### src/rtl/ddr4_ca_pkg.sv
// Shared types and sizing helpers for the DDR4 CA lane controller.
package ddr4_ca_pkg;

    typedef enum logic [2:0] {
        DL_IDLE,
        DL_LOAD,
        DL_SETTLE,
        DL_STEP,
        DL_GAP,
        DL_DONE
    } dl_state_t;

    // Lane-index width; a single-lane build still gets a 1-bit index.
    function automatic int lane_w(input int num_lanes);
        return (num_lanes <= 1) ? 1 : $clog2(num_lanes);
    endfunction

    // Width of a down-counter that must hold values 0..max_val.
    function automatic int cnt_w(input int max_val);
        return (max_val < 1) ? 1 : $clog2(max_val + 1);
    endfunction

endpackage

### src/rtl/ddr4_ca_dl_fsm.sv
// Per-lane output delay-line training FSM: drives IOD MOVE/DIRECTION/LOAD for one
// latched lane at a time and tracks the absolute tap position of every lane.
module ddr4_ca_dl_fsm import ddr4_ca_pkg::*; #(
    parameter int NUM_LANES  = 14,
    parameter int TAP_W      = 8,
    parameter int SETTLE_CYC = 4,
    parameter int MOVE_GAP   = 2
) (
    input  logic                         clk,
    input  logic                         rst_n,
    input  logic                         dl_req,
    input  logic [lane_w(NUM_LANES)-1:0] dl_lane,
    input  logic [TAP_W-1:0]             dl_target,
    input  logic                         dl_reload,
    output logic                         dl_busy,
    output logic                         dl_ack,
    output logic                         dl_err,
    output logic [NUM_LANES*TAP_W-1:0]   tap_pos,
    output logic [NUM_LANES-1:0]         dl_move,
    output logic [NUM_LANES-1:0]         dl_dir,
    output logic [NUM_LANES-1:0]         dl_load,
    input  logic [NUM_LANES-1:0]         dl_oor
);

    localparam int LW       = lane_w(NUM_LANES);
    localparam int WAIT_MAX = (SETTLE_CYC > MOVE_GAP) ? SETTLE_CYC : MOVE_GAP;
    localparam int WW       = cnt_w(WAIT_MAX);

    dl_state_t            state;
    logic [LW-1:0]        lane_q;
    logic [TAP_W-1:0]     target_q;
    logic [WW-1:0]        wait_cnt;
    logic [TAP_W-1:0]     tap_q [NUM_LANES];

    logic                 lane_ok;
    logic [NUM_LANES-1:0] req_oh;
    logic [NUM_LANES-1:0] lane_oh;
    logic [TAP_W-1:0]     req_pos;
    logic [TAP_W-1:0]     cur_pos;

    assign lane_ok = 32'(dl_lane) < 32'(NUM_LANES);
    assign req_oh  = NUM_LANES'(1) << dl_lane;
    assign lane_oh = NUM_LANES'(1) << lane_q;
    assign req_pos = tap_q[dl_lane];
    assign cur_pos = tap_q[lane_q];
    assign dl_busy = (state != DL_IDLE);

    for (genvar i = 0; i < NUM_LANES; i++) begin : g_tap_out
        assign tap_pos[i*TAP_W +: TAP_W] = tap_q[i];
    end

    // Outputs are registered on the transition into the state that owns them, so
    // each pulse lines up exactly with its state and clears when the state exits.
    always_ff @(posedge clk or negedge rst_n) begin
        if (!rst_n) begin
            state    <= DL_IDLE;
            lane_q   <= '0;
            target_q <= '0;
            wait_cnt <= '0;
            dl_ack   <= 1'b0;
            dl_err   <= 1'b0;
            dl_move  <= '0;
            dl_dir   <= '0;
            dl_load  <= '0;
            // NOTE: the tap array is reset on purpose: after reset the IOD tap is
            // unknown, and a cleared tracker forces software to reload.
            for (int i = 0; i < NUM_LANES; i++) tap_q[i] <= '0;
        end else begin
            dl_ack  <= 1'b0;
            dl_err  <= 1'b0;
            dl_move <= '0;
            dl_load <= '0;
            case (state)
                DL_IDLE: begin
                    if (dl_req) begin
                        lane_q   <= dl_lane;
                        target_q <= dl_target;
                        if (!lane_ok) begin
                            state  <= DL_DONE;
                            dl_ack <= 1'b1;
                            dl_err <= 1'b1;
                        end else if (dl_reload) begin
                            state   <= DL_LOAD;
                            dl_load <= req_oh;
                        end else if (dl_target == req_pos) begin
                            state  <= DL_DONE;
                            dl_ack <= 1'b1;
                        end else begin
                            state   <= DL_STEP;
                            dl_move <= req_oh;
                            dl_dir  <= (dl_target > req_pos) ? req_oh : '0;
                        end
                    end
                end
                DL_LOAD: begin
                    tap_q[lane_q] <= '0;
                    wait_cnt      <= WW'(SETTLE_CYC - 1);
                    state         <= DL_SETTLE;
                end
                DL_SETTLE: begin
                    if (wait_cnt != '0) begin
                        wait_cnt <= wait_cnt - WW'(1);
                    end else if (target_q == '0) begin
                        state  <= DL_DONE;
                        dl_ack <= 1'b1;
                    end else begin
                        state   <= DL_STEP;
                        dl_move <= lane_oh;
                        dl_dir  <= (target_q > cur_pos) ? lane_oh : '0;
                    end
                end
                DL_STEP: begin
                    tap_q[lane_q] <= dl_dir[lane_q] ? cur_pos + TAP_W'(1)
                                                    : cur_pos - TAP_W'(1);
                    wait_cnt      <= WW'(MOVE_GAP - 1);
                    state         <= DL_GAP;
                end
                DL_GAP: begin
                    if (wait_cnt != '0) begin
                        wait_cnt <= wait_cnt - WW'(1);
                    end else if (dl_oor[lane_q] || cur_pos == target_q) begin
                        state  <= DL_DONE;
                        dl_ack <= 1'b1;
                        dl_err <= dl_oor[lane_q];
                        dl_dir <= '0;
                    end else begin
                        state   <= DL_STEP;
                        dl_move <= lane_oh;
                        dl_dir  <= (target_q > cur_pos) ? lane_oh : '0;
                    end
                end
                DL_DONE: state <= DL_IDLE;
                default: state <= DL_IDLE;
            endcase
        end
    end

endmodule

### src/rtl/ddr4_ca_lane_ctrl.sv
// Fabric-side controller for a group of DDR4 CA IOD lanes: registered TX/OE slot
// packing with idle fill and OE hold-off, ODT pass-through, and delay-line training.
module ddr4_ca_lane_ctrl import ddr4_ca_pkg::*; #(
    parameter int   NUM_LANES  = 14,
    parameter int   RATIO      = 4,
    parameter int   TAP_W      = 8,
    parameter logic IDLE_VALUE = 1'b1,
    parameter int   OE_HOLD    = 3,
    parameter int   SETTLE_CYC = 4,
    parameter int   MOVE_GAP   = 2
) (
    input  logic                         FAB_CLK,
    input  logic                         ARST_N,
    input  logic                         CA_VALID,
    input  logic [NUM_LANES*RATIO-1:0]   CA_DATA,
    input  logic                         CA_OE_EN,
    input  logic                         ODT_REQ,
    output logic [NUM_LANES*RATIO-1:0]   TX_DATA_O,
    output logic [NUM_LANES*RATIO-1:0]   OE_DATA_O,
    output logic                         ODT_EN_O,
    input  logic                         DL_REQ,
    input  logic [lane_w(NUM_LANES)-1:0] DL_LANE,
    input  logic [TAP_W-1:0]             DL_TARGET,
    input  logic                         DL_RELOAD,
    output logic                         DL_BUSY,
    output logic                         DL_ACK,
    output logic                         DL_ERR,
    output logic [NUM_LANES*TAP_W-1:0]   TAP_POS,
    output logic [NUM_LANES-1:0]         DELAY_LINE_MOVE,
    output logic [NUM_LANES-1:0]         DELAY_LINE_DIRECTION,
    output logic [NUM_LANES-1:0]         DELAY_LINE_LOAD,
    input  logic [NUM_LANES-1:0]         DELAY_LINE_OUT_OF_RANGE
);

    localparam int SLOTS = NUM_LANES * RATIO;
    localparam int HW    = cnt_w(OE_HOLD);

    logic [HW-1:0] hold_cnt;

    // Hold counter keeps OE up for OE_HOLD cycles after the last command so the
    // pads do not float between back-to-back bursts; CA_OE_EN overrides it.
    always_ff @(posedge FAB_CLK or negedge ARST_N) begin
        if (!ARST_N) begin
            TX_DATA_O <= {SLOTS{IDLE_VALUE}};
            OE_DATA_O <= '0;
            ODT_EN_O  <= 1'b0;
            hold_cnt  <= '0;
        end else begin
            TX_DATA_O <= CA_VALID ? CA_DATA : {SLOTS{IDLE_VALUE}};
            OE_DATA_O <= (CA_OE_EN && (CA_VALID || hold_cnt != '0)) ? '1 : '0;
            ODT_EN_O  <= ODT_REQ;
            if (CA_VALID)
                hold_cnt <= HW'(OE_HOLD);
            else if (hold_cnt != '0)
                hold_cnt <= hold_cnt - HW'(1);
        end
    end

    ddr4_ca_dl_fsm #(
        .NUM_LANES (NUM_LANES),
        .TAP_W     (TAP_W),
        .SETTLE_CYC(SETTLE_CYC),
        .MOVE_GAP  (MOVE_GAP)
    ) u_dl_fsm (
        .clk      (FAB_CLK),
        .rst_n    (ARST_N),
        .dl_req   (DL_REQ),
        .dl_lane  (DL_LANE),
        .dl_target(DL_TARGET),
        .dl_reload(DL_RELOAD),
        .dl_busy  (DL_BUSY),
        .dl_ack   (DL_ACK),
        .dl_err   (DL_ERR),
        .tap_pos  (TAP_POS),
        .dl_move  (DELAY_LINE_MOVE),
        .dl_dir   (DELAY_LINE_DIRECTION),
        .dl_load  (DELAY_LINE_LOAD),
        .dl_oor   (DELAY_LINE_OUT_OF_RANGE)
    );

endmodule

### config.mk
export PLATFORM = sky130hd
export DESIGN_NAME = ddr4_ca_lane_ctrl
export DESIGN_NICKNAME = d
export VERILOG_FILES = /design/src/rtl/ddr4_ca_pkg.sv /design/src/rtl/ddr4_ca_dl_fsm.sv /design/src/rtl/ddr4_ca_lane_ctrl.sv
export SDC_FILE = /design/constraint.sdc
export NUM_CORES = 1
export LEC_CHECK = 0
export ABC_AREA = 1
export CELL_PAD_IN_SITES_DETAIL_PLACEMENT = 1
export CELL_PAD_IN_SITES_GLOBAL_PLACEMENT = 1
export CORE_MARGIN = 5
export CORE_UTILIZATION = 35
export CTS_CLUSTER_DIAMETER = 50
export DETAILED_ROUTE_END_ITERATION = 8
export PLACE_DENSITY_LB_ADDON = 0.1
export SLEW_MARGIN = 0
export SYNTH_ARGS = -nofsm -noshare
export SYNTH_HDL_FRONTEND = slang
export SYNTH_HIERARCHICAL = 1
export SYNTH_SLANG_ARGS = --single-unit
### constraint.sdc
create_clock -name FAB_CLK -period 4.55 [get_ports FAB_CLK]
set_clock_uncertainty 0.15 [all_clocks]
set_input_delay 0.6825 -clock FAB_CLK [delete_from_list [all_inputs] [get_ports FAB_CLK]]
set_output_delay 0.6825 -clock FAB_CLK [all_outputs]
set_load 0.01 [all_outputs]
* Yosys cells after proc, flatten, opt, wreduce, memory -nomap -nowiden
Cells that the tools add are included.
Storage, ports and cells: latch bits 0, output and inout bits 270, memories 0, memory bits (writable) 0, word-level logic and storage cells 144, bits in read-only memories 0, register bits 289
Cells by class: muxes and demuxes 68, multipliers 0, divide/modulo/power cells 0, order comparisons 7, add/subtract/negate cells 4, reductions and logical operators 18, bitwise operators 4, shift operators 2, equality and inequality tests 14
Operators by type and width (number):
- 14-bit 2-to-1 mux | 22
- 112-bit case mux with 2 select lines | 1
- 112-bit bitwise AND | 1
- 112-bit bitwise mux | 1
- 56-bit 2-to-1 mux | 2
- 112-bit NOT | 1
- 14-bit case mux with 3 select lines | 2
- 8-bit binary-select mux with 4-bit select | 2
- 8-bit 2-to-1 mux | 6
- 8-bit demux with 4-bit select | 1
- 1-bit by 4-bit << shifter with 14-bit output (first input constant) | 2
- 3-bit 2-to-1 mux | 9
- 8-bit == test | 2
- 8-bit greater-than comparator | 2
- 3-bit case mux with 5 select lines | 1
- 1-bit 2-to-1 mux | 14
- 2-bit != test (second input constant) | 6
- 3-bit nonzero test | 4
- 5-bit greater-or-equal comparator (second input constant) | 2
- 4-bit NOT with 5-bit output | 2
- 3-bit case mux with 3 select lines | 1
- 8-bit by 1-bit adder with 8-bit output (second input constant) | 1
- 1-bit binary-select mux with 4-bit select | 2
- 8-bit logical NOT | 1
- other kinds (21) | 29

* Longest topological paths before layout
Gate-level depths: netlist (run 1).
depth after elaboration 11, depth in mapped cells 23, mapped depth without buffers 19

* Hierarchy
Netlist (run 1), hierarchy kept.
By module, submodules not included:
- ddr4_ca_dl_fsm | area each 9775.6 um^2, cells each 1311, times used 1
- ddr4_ca_lane_ctrl | area each 2469.9 um^2, cells each 191, times used 1

* Worst setup path before layout (run 1)
Ideal clock, no wire load.
kind input port to flip-flop, from input DL_LANE[1], to register u_dl_fsm.dl_move[0], setup time 0.065 ns, slack 1.033 ns, data arrival time 3.302 ns, cell stages on the path 19, path buffers 4, path through clkbuf_1 -> inv_1 -> nand2_1 -> clkbuf_1 -> clkbuf_1 -> o22ai_1 -> o21ai_0 -> o311ai_0 -> nor2_1 -> ha_1 -> nand2_1 -> inv_1 -> nand4_1 -> nand3b_1 -> or2_2 -> nor2_2 -> buf_2 -> nand2_1 -> nand2_1
Between the ends: word-level cells in the longest chain between the ends 10, elaborated cells between the ends (all ways) 12, classes of those cells order compare: 1; eq/ne: 1; shift: 1; mux: 8; bitwise: 1
RTL lines:
- start: declaration | line ddr4_ca_lane_ctrl.sv:22 | input logic [lane_w(NUM_LANES)-1:0] DL_LANE,
- 4-bit NOT with 5-bit output (implied by the code) | line ddr4_ca_dl_fsm.sv:44 | assign req_pos = tap_q[dl_lane];
- 8-bit binary-select mux with 4-bit select | line ddr4_ca_dl_fsm.sv:44
- 8-bit 2-to-1 mux (implied by the code) (2 in series) | line ddr4_ca_dl_fsm.sv:44
- 8-bit == test | line ddr4_ca_dl_fsm.sv:85 | end else if (dl_target == req_pos) begin
- 14-bit 2-to-1 mux | line ddr4_ca_dl_fsm.sv:85
- 14-bit 2-to-1 mux | line ddr4_ca_dl_fsm.sv:82 | end else if (dl_reload) begin
- 14-bit 2-to-1 mux (*) | line ddr4_ca_dl_fsm.sv:78 | if (!lane_ok) begin
- 14-bit 2-to-1 mux (*) | line ddr4_ca_dl_fsm.sv:75 | if (dl_req) begin
- 14-bit case mux with 3 select lines (*) | line ddr4_ca_dl_fsm.sv:73 | case (state)
- end signal: assignment | line ddr4_ca_dl_fsm.sv:90 | dl_move <= req_oh;
- end signal: assignment | line ddr4_ca_dl_fsm.sv:108 | dl_move <= lane_oh;
- end signal: assignment | line ddr4_ca_dl_fsm.sv:128 | dl_move <= lane_oh;
- end: declaration | line ddr4_ca_dl_fsm.sv:19 | output logic [NUM_LANES-1:0] dl_move,
Every way passes the cells marked *; elsewhere a longest branch is shown, timed or not. The select of a mux whose other input is x is not followed. A chain may end at the register's enable or synchronous reset.

* Final worst setup path (run 1)
from input DL_LANE[2], to register u_dl_fsm.dl_move[7]
Same word-level chain as after synthesis.

==> summary.md, run 1 <==
| Metric | Value |
|---|---|
| CORE AREA | 34500 um^2 |
| Maxcap violations | 0 |
| CTS tree | built |
| Final period util | 85.7% |
| Unrepaired setup endpoints after global routing | false |
| Post-DP HPWL | 43000 um |
| Met3 Track Usage GR | 7.81% |
| EDFF count, synth | 0 |
| R2R Setup Slk | 720 ps |
| Initial Util | 35.4% |
| Syn Nets | 1617 |
| Top Ports | 359 |
| Status | completed |
| Slew headroom | 38.2% |
| Top post-synthesis cells by area | dfrtp_1 36%, dfstp_2 12%, nand2_1 9.9% |
| Post-route ant nets | 0 |
| Area of the die | 38800 um^2 |
| Met1 usage in global routing | 35.1% |
| Die W | 197 um |
| HP Class | in -> async |
| Num Clock Sinks | 234 |
| Final hold vios | 0 |
| Fillcell total | 4095 |
| TritonRoute pass-1 iters | 7 |
| Iter 0 DRT Violations | 838 |
| Number of synthesis warnings | 6 |
| Via count | 12400 |
| Die Ht | 197 um |
| Worst Path Required | 4930 ps |
| Yosys reg bits | 234 |
| Vias in the first global route | 13400 |
| Min Hold Slack | 56.9 ps |
| PwrDens | 805 nW/um^2 |
| Slew Viols, Final | 0 |
| Multi-input logic area | 4820 um^2 |
| Post-Synthesis Cells | 1502 |
| Post_cts resized | 0 |
| Clk slew on worst S/H paths | 60 ps |
| Htree depth | 1 |
| Peak VDD IR | 0.000728 V |
| Row cnt | 68 |
| Setup Fix Bufs, Post-CTS | 0 |
| R2r endpoint | u_dl_fsm/dl_move[7] |
| Seq. cell area | 5930 um^2 |
| Synth area leader | dfrtp_1 |
| Root buffer cell | clkbuf_16 |
| Num CTS Buffers | 31 |
| Sequential share of the synthesized area | 48.4% |
| First-pass GRT wire length | 82500 um |
| Worst setup path class | in -> reg |
| Placed instance area | 16500 um^2 |
| Crit. End Element | flip-flop |
| R2r startpoint | u_dl_fsm/lane_q[0] |
| Fmax | 0.256 GHz |
| Worst Max-Slew Pin Slew | 927 ps |
| Met2 Use GR | 45.5% |
| Largest net degree at the start of global routing | 125 |
| Final wirelength | 55100 um |
| Share of layout cells above drive strength 1 | 11.7% |
| Min Tclk post-route | 3900 ps |
| Syn Area/Cell | 8.15 um^2 |
| Setup TNS Final | 0 ps |
| Worst EP arrival | 4280 ps |
| Most used DFF post-synth | dfrtp_1 |
| Clk buf depth | 3 |
| Design Area, Final | 17600 um^2 |
| Reg2Reg Depth | 20 |
| Setup violations, final | 0 |
| N_diodes | 0 |
| CTS hold repair buffers | 0 |
| Leak | 0.00781 uW |
| Synthesized cell area | 12200 um^2 |
| Initial antenna violation count | 0 |
| RePlAce Congestion | 0.962 |
| CP Max Fanout | 14 |
| Wire length per cell | 23.5 um |
| Startpoint Class | input pin |
| Layer with the highest usage | met2 |
| Worst skew pair latency | 600 ps |
| Area Overhead vs Synth | 43.3% |
| Share of the synthesized area in the top cell type | 36.4% |
| Async SR Flop Fraction | 100% |
| GRT Total Usage | 27.6% |
| Nets | 1981 |
| Vias per inst | 5.30 |
| Synth cell types | 45 |
| DRC Markers | 0 |
| Congestion Overflow GR | 0 |
| I/O Buffers | 358 |
[per-layer routing]
metal  wire (um)  vias to the layer above
li1            -                     5601
met1       22400                     6143
met2       25700                      603
met3        5110                       96
met4        1870                        0
met5           0                        -
[logic make-up (layout without fill, tap and decap cells)]
logic type,count (synthesis),in the layout,synth area share (%)
AND/OR/NAND/NOR,641,641,22.6
buffers and inverters,316,705,12.2
AO/OA/AOI/OAI,283,283,14.0
flip-flops,234,234,48.4
adder cells (fa/ha/maj),26,26,2.72
XOR/XNOR,2,2,0.143
[per-stage QoR]
stage	setup WS [ps]	std cells	util [%]	total power (uW)
2_1_floorplan	1030	1502	-	6980
3_3_place_gp	159	2288	47.7	11300
3_5_place_dp	137	2288	47.7	11500
4_1_cts	738	2346	50.8	14100
5_1_grt	418	2346	50.8	14900
6_report	651	2346	50.8	14100
[final cells by class]
type	instances	share of cell area, %
Clock buffer	41	5.03
Multi-Input combinational cell	952	27.5
Clock inverter	17	1.09
Inverter	200	4.28
Tap cell	455	3.24
Timing Repair Buffer	447	25.1
Sequential cell	234	33.8
[how the worst max path moves through the flow]
stage / cells past startpoint / slack [ps] / start / endpoint
after floorplan: 19 / 1030 / DL_LANE[1] / u_dl_fsm/dl_move[0]
after global placement: 16 / 160 / DL_LANE[2] / u_dl_fsm/dl_move[6]
after detailed placement: 16 / 140 / DL_LANE[2] / u_dl_fsm/dl_move[12]
after CTS: 16 / 740 / DL_LANE[2] / u_dl_fsm/dl_move[12]
after global routing: 17 / 420 / DL_LANE[2] / u_dl_fsm/dl_move[7]
final: 16 / 650 / DL_LANE[2] / u_dl_fsm/dl_move[7]
[cells in the final DEF (no fill, tap or decap), types with 5 or more instances in the layout]
cell / netlist / routed
clkdlybuf4s50_1: 0 / 357
nand2_1: 322 / 322
inv_1: 194 / 194
dfrtp_1: 178 / 178
nor2_1: 127 / 127
o22ai_1: 115 / 115
nand3_1: 95 / 95
buf_4: 61 / 77
o21ai_0: 77 / 77
dfstp_2: 56 / 56
or2_1: 55 / 55
a21oi_1: 39 / 39
clkbuf_16: 0 / 31
ha_1: 25 / 25
nor3_1: 18 / 18
a22oi_1: 14 / 14
buf_12: 0 / 12
clkbuf_8: 0 / 7
o221ai_1: 7 / 7
o211ai_1: 7 / 7
inv_2: 6 / 6
a221oi_1: 5 / 5
[worst max-delay path: stages]
cell and delay (ps):
clkdlybuf4s50_1 710, inv_1 310, nor2_1 450, nand2_1 100
a31oi_1 330, nor3_1 130, ha_1 310, nand2_1 90
inv_1 40, nand4_1 150, nand3b_1 160, or2_2 330
nor2_2 80, buf_4 210, nand2_1 80, nand2_1 80
[registers in the layout (all words and copies together) (netlist names)]
signal and count:
u_dl_fsm/wait_cnt 3, u_dl_fsm/target_q 8, u_dl_fsm/dl_err 1, TX_DATA_O 56
u_dl_fsm/tap_pos 112, ODT_EN_O 1, u_dl_fsm/dl_move 14, OE_DATA_O 1
u_dl_fsm/dl_dir 14, u_dl_fsm/dl_load 14, u_dl_fsm/dl_ack 1, u_dl_fsm/lane_q 4
hold_cnt 2, u_dl_fsm/state 3
[synthesized netlist by cell type, types with 2 or more instances]
master,number
o221ai_1,7
nor2_1,127
nor2_2,4
a22oi_1,14
inv_1,194
ha_1,25
or2_1,55
clkbuf_1,35
nand2_1,322
nand3b_1,4
xor2_1,2
o21ai_1,4
nand2_2,4
a221oi_1,5
buf_6,9
nand4_1,4
inv_2,6
dfrtp_1,178
or2_2,3
nand3_1,95
a31oi_1,3
a21oi_1,39
o21ai_0,77
o22ai_1,115
nor2_4,2
a21boi_0,3
nor3_1,18
buf_4,61
o211ai_1,7
buf_2,10
dfstp_2,56
[power by group]
part           leakage (uW)  total (uW)  switching [uW]  internal (uW)
registers           0.00294        3200             559           2640
logic               0.00434        8390            4900           3490
clock network      0.000531        2530            1030           1500
(Power assumes the default switching activity.)
==> inputs of run 2 (changes only) <==
- CORE_ASPECT_RATIO: default -> 1.5
- PLACE_DENSITY_LB_ADDON: 0.1 -> 0.05
- REMOVE_ABC_BUFFERS: default -> 1
==> run 2 against run 1 <==
Net effect:
- the flow now finishes with violations (negative hold slack)
- global-route usage rose by 0.81 points
- wire length rose by 3.0%
- sequential share of layout area rose by 1.1 points
- power fell by 6.1%
- non-clock buffer count fell by 35
- die area rose by 0.20%
- register-to-register slack got worse by 440 ps
- count of clock-buffer cells in the layout fell by 3
- combinational power fell by 6.1%
- sequential power barely moved
- first-iteration DRC count fell by 16%
- setup slack got worse by 380 ps
- critical endpoint is now u_dl_fsm/tap_pos[103]
- largest power group unchanged
==> summary.md, run 2 (same netlist as run 1, synthesis figures left out) <==
| Metric | Value |
|---|---|
| Row cnt | 84 (+24%) |
| R2R Setup Slk | 280 ps (-440 ps) |
| Cell mode on critical path | nand2_1 |
| Worst Max-Slew Pin Slew | 1180 ps (+251 ps) |
| Layer with the highest usage | met2 |
| Worst Path Required | 4880 ps (-50 ps) |
| Die Ht | 239 um (+21%) |
| Initial Util | 35.2% (-0.25 points) |
| Wire length per cell | 24.4 um (+4.2%) |
| Placed instance area | 16100 um^2 (-2.2%) |
| CORE AREA | 34800 um^2 (+0.71%) |
| Met3 Track Usage GR | 6.52% (-1.3 points) |
| Worst skew pair latency | 550 ps (-50 ps) |
| Htree depth | 1 (unchanged) |
| Slew headroom | 21.2% (-17 points) |
| Nets | 1942 (-2.0%) |
| Design Area, Final | 17000 um^2 (-3.1%) |
| Worst setup path class | reg -> reg |
| Commonest non-fill, non-tap cell in the layout | clkdlybuf4s50_1 |
| Largest net degree at the start of global routing | 93 (-26%) |
| Setup TNS Final | 0 ps (unchanged) |
| Area of the die | 38900 um^2 (+0.20%) |
| Top Ports | 359 (unchanged) |
| Number of flip-flops under the largest register name | 112 (unchanged) |
| Startpoint Class | flip-flop |
| Crit-path cells | inv_2, nand2_1, buf_4, o22ai_1, o21ai_0, nand2_1, nor2_1, inv_1, ha_1, nand2_1, a21oi_1, a211oi_1, nand2_1, nand2_2, nand3_1, nand2_1 |
| Bufs and invs on worst path | 3 (-1) |
| Crit-path slowest cell | dfrtp_1 |
| RePlAce Congestion | 0.964 (+0.12%) |
| Clk slew on worst S/H paths | 60 ps (about the same) |
| Setup Fix Bufs, Post-CTS | 0 (unchanged) |
| Met2 Use GR | 52.1% (+6.6 points) |
| PwrDens | 780 nW/um^2 (-3.1%) |
| Clk buf depth | 3 (unchanged) |
| Critical path origin | u_dl_fsm/lane_q[0] |
| GRT Total Usage | 28.4% (+0.81 points) |
| DRC Markers | 0 (unchanged) |
| Area Overhead vs Synth | 38.8% |
| Peak VDD IR | 0.000813 V (+12%) |
| Crit. End Element | flip-flop |
| Met1 usage in global routing | 30.3% (-4.9 points) |
| N_diodes | 0 (unchanged) |
| Post-DP HPWL | 44500 um (+3.6%) |
| Final wirelength | 56700 um (+3.0%) |
| CP max stage delay | 470 ps (-240 ps) |
| Unrepaired setup endpoints after global routing | false |
| Iter 0 DRT Violations | 702 (-16%) |
| Most frequent cells in the layout | 357 x clkdlybuf4s50_1, 322 x nand2_1, 194 x inv_1, 178 x dfrtp_1, 127 x nor2_1 |
| Root buffer cell | clkbuf_16 |
| CP Max Fanout | 14 (unchanged) |
| Failing checks | negative hold slack |
| Min Hold Slack | -23.5 ps (-80.4 ps) |
| Worst EP arrival | 4600 ps (+320 ps) |
| Num Clock Sinks | 234 (unchanged) |
| Die W | 163 um (-17%) |
| TritonRoute pass-1 iters | 5 (-2) |
| Maxcap violations | 0 (unchanged) |
| Num CTS Buffers | 27 (-13%) |
| Initial antenna violation count | 0 (unchanged) |
| CTS hold repair buffers | 0 (unchanged) |
| Total power | 13300 uW (-6.1%) |
| Fmax | 0.234 GHz (-8.8%) |
| Leak | 0.00752 uW (-3.7%) |
| Post_cts resized | 0 (unchanged) |
| R2r startpoint | u_dl_fsm/lane_q[0] |
| CTS tree | built |
| First-pass GRT wire length | 83400 um (+1.0%) |
| Slew Viols, Final | 0 (unchanged) |
| Status | complete, but fails checks |
| Setup violations, final | 0 (unchanged) |
| I/O Buffers | 358 (unchanged) |
| Post-route ant nets | 0 (unchanged) |
| Final hold vios | 12 (+12) |
| Cell family with most CP delay | simple AND/OR/NAND/NOR gates |
| Vias per inst | 5.28 (-0.53%) |
| Vias in the first global route | 13500 (+0.78%) |
| HP Class | in -> async |
| Share of layout cells above drive strength 1 | 9.69% (-2.0 points) |
| Final period util | 93.9% (+8.2 points) |
| Via count | 12200 (-1.6%) |
| Min Tclk post-route | 4270 ps (+375 ps) |
| Congestion Overflow GR | 0 (unchanged) |
-- run 2: report_power, final --
group / switching [uW] / internal (uW) / total [uW]
Clock: 919 / 1250 / 2170
Sequential: 570 / 2640 / 3210
Combinational: 5200 / 2680 / 7880
Total: 6690 / 6570 / 13300
-- run 2: worst reg2reg max path, cell delays in order (launching register included) --
cell      delay [ps]
dfrtp_1          470
inv_2            210
nand2_1          410
buf_4            320
o22ai_1           90
o21ai_0          440
nand2_1          130
nor2_1           300
inv_1             80
ha_1             320
nand2_1          110
a21oi_1           70
a211oi_1         300
nand2_1          130
nand2_2          380
nand3_1          180
nand2_1          110
-- run 2: per-stage QoR --
stage	setup slack (ps)	instances	util, %
global placement	223	2271	46.3
global route	132	2320	48.9
CTS	379	2320	48.9
detailed placement	185	2271	46.3
floorplan	95.1	1386	-
finish	275	2320	48.9
-- run 2: final cells by class --
class                   instances  area (um^2)
fillers                      4148        17800
multi-input cells             952         4820
clock inverters                11         78.8
repair buffers                412         4020
well taps                     473          592
flip-flops and latches        234         5930
inverters                     200          751
clock buffers                  38          810
-- run 2: final timing paths --
path / end / cells past startpoint
worst max-delay path: u_dl_fsm/tap_pos[103] / 16
max in group asynchronous: TX_DATA_O[17] / 2
worst min register to register: u_dl_fsm/target_q[3] / 2
worst min-delay path: u_dl_fsm/wait_cnt[0] / 1
worst max register to register: u_dl_fsm/tap_pos[103] / 16
min in group FAB_CLK: u_dl_fsm/target_q[3] / 2
-- run 2: per-layer routing --
metal	routed length [um]	part of all wire [%]	vias up
li1	-	-	5515
met2	29600	52	578
met3	4160	7.3	142
met1	19900	35	6005
met4	3060	5.4	0
met5	0	0	-
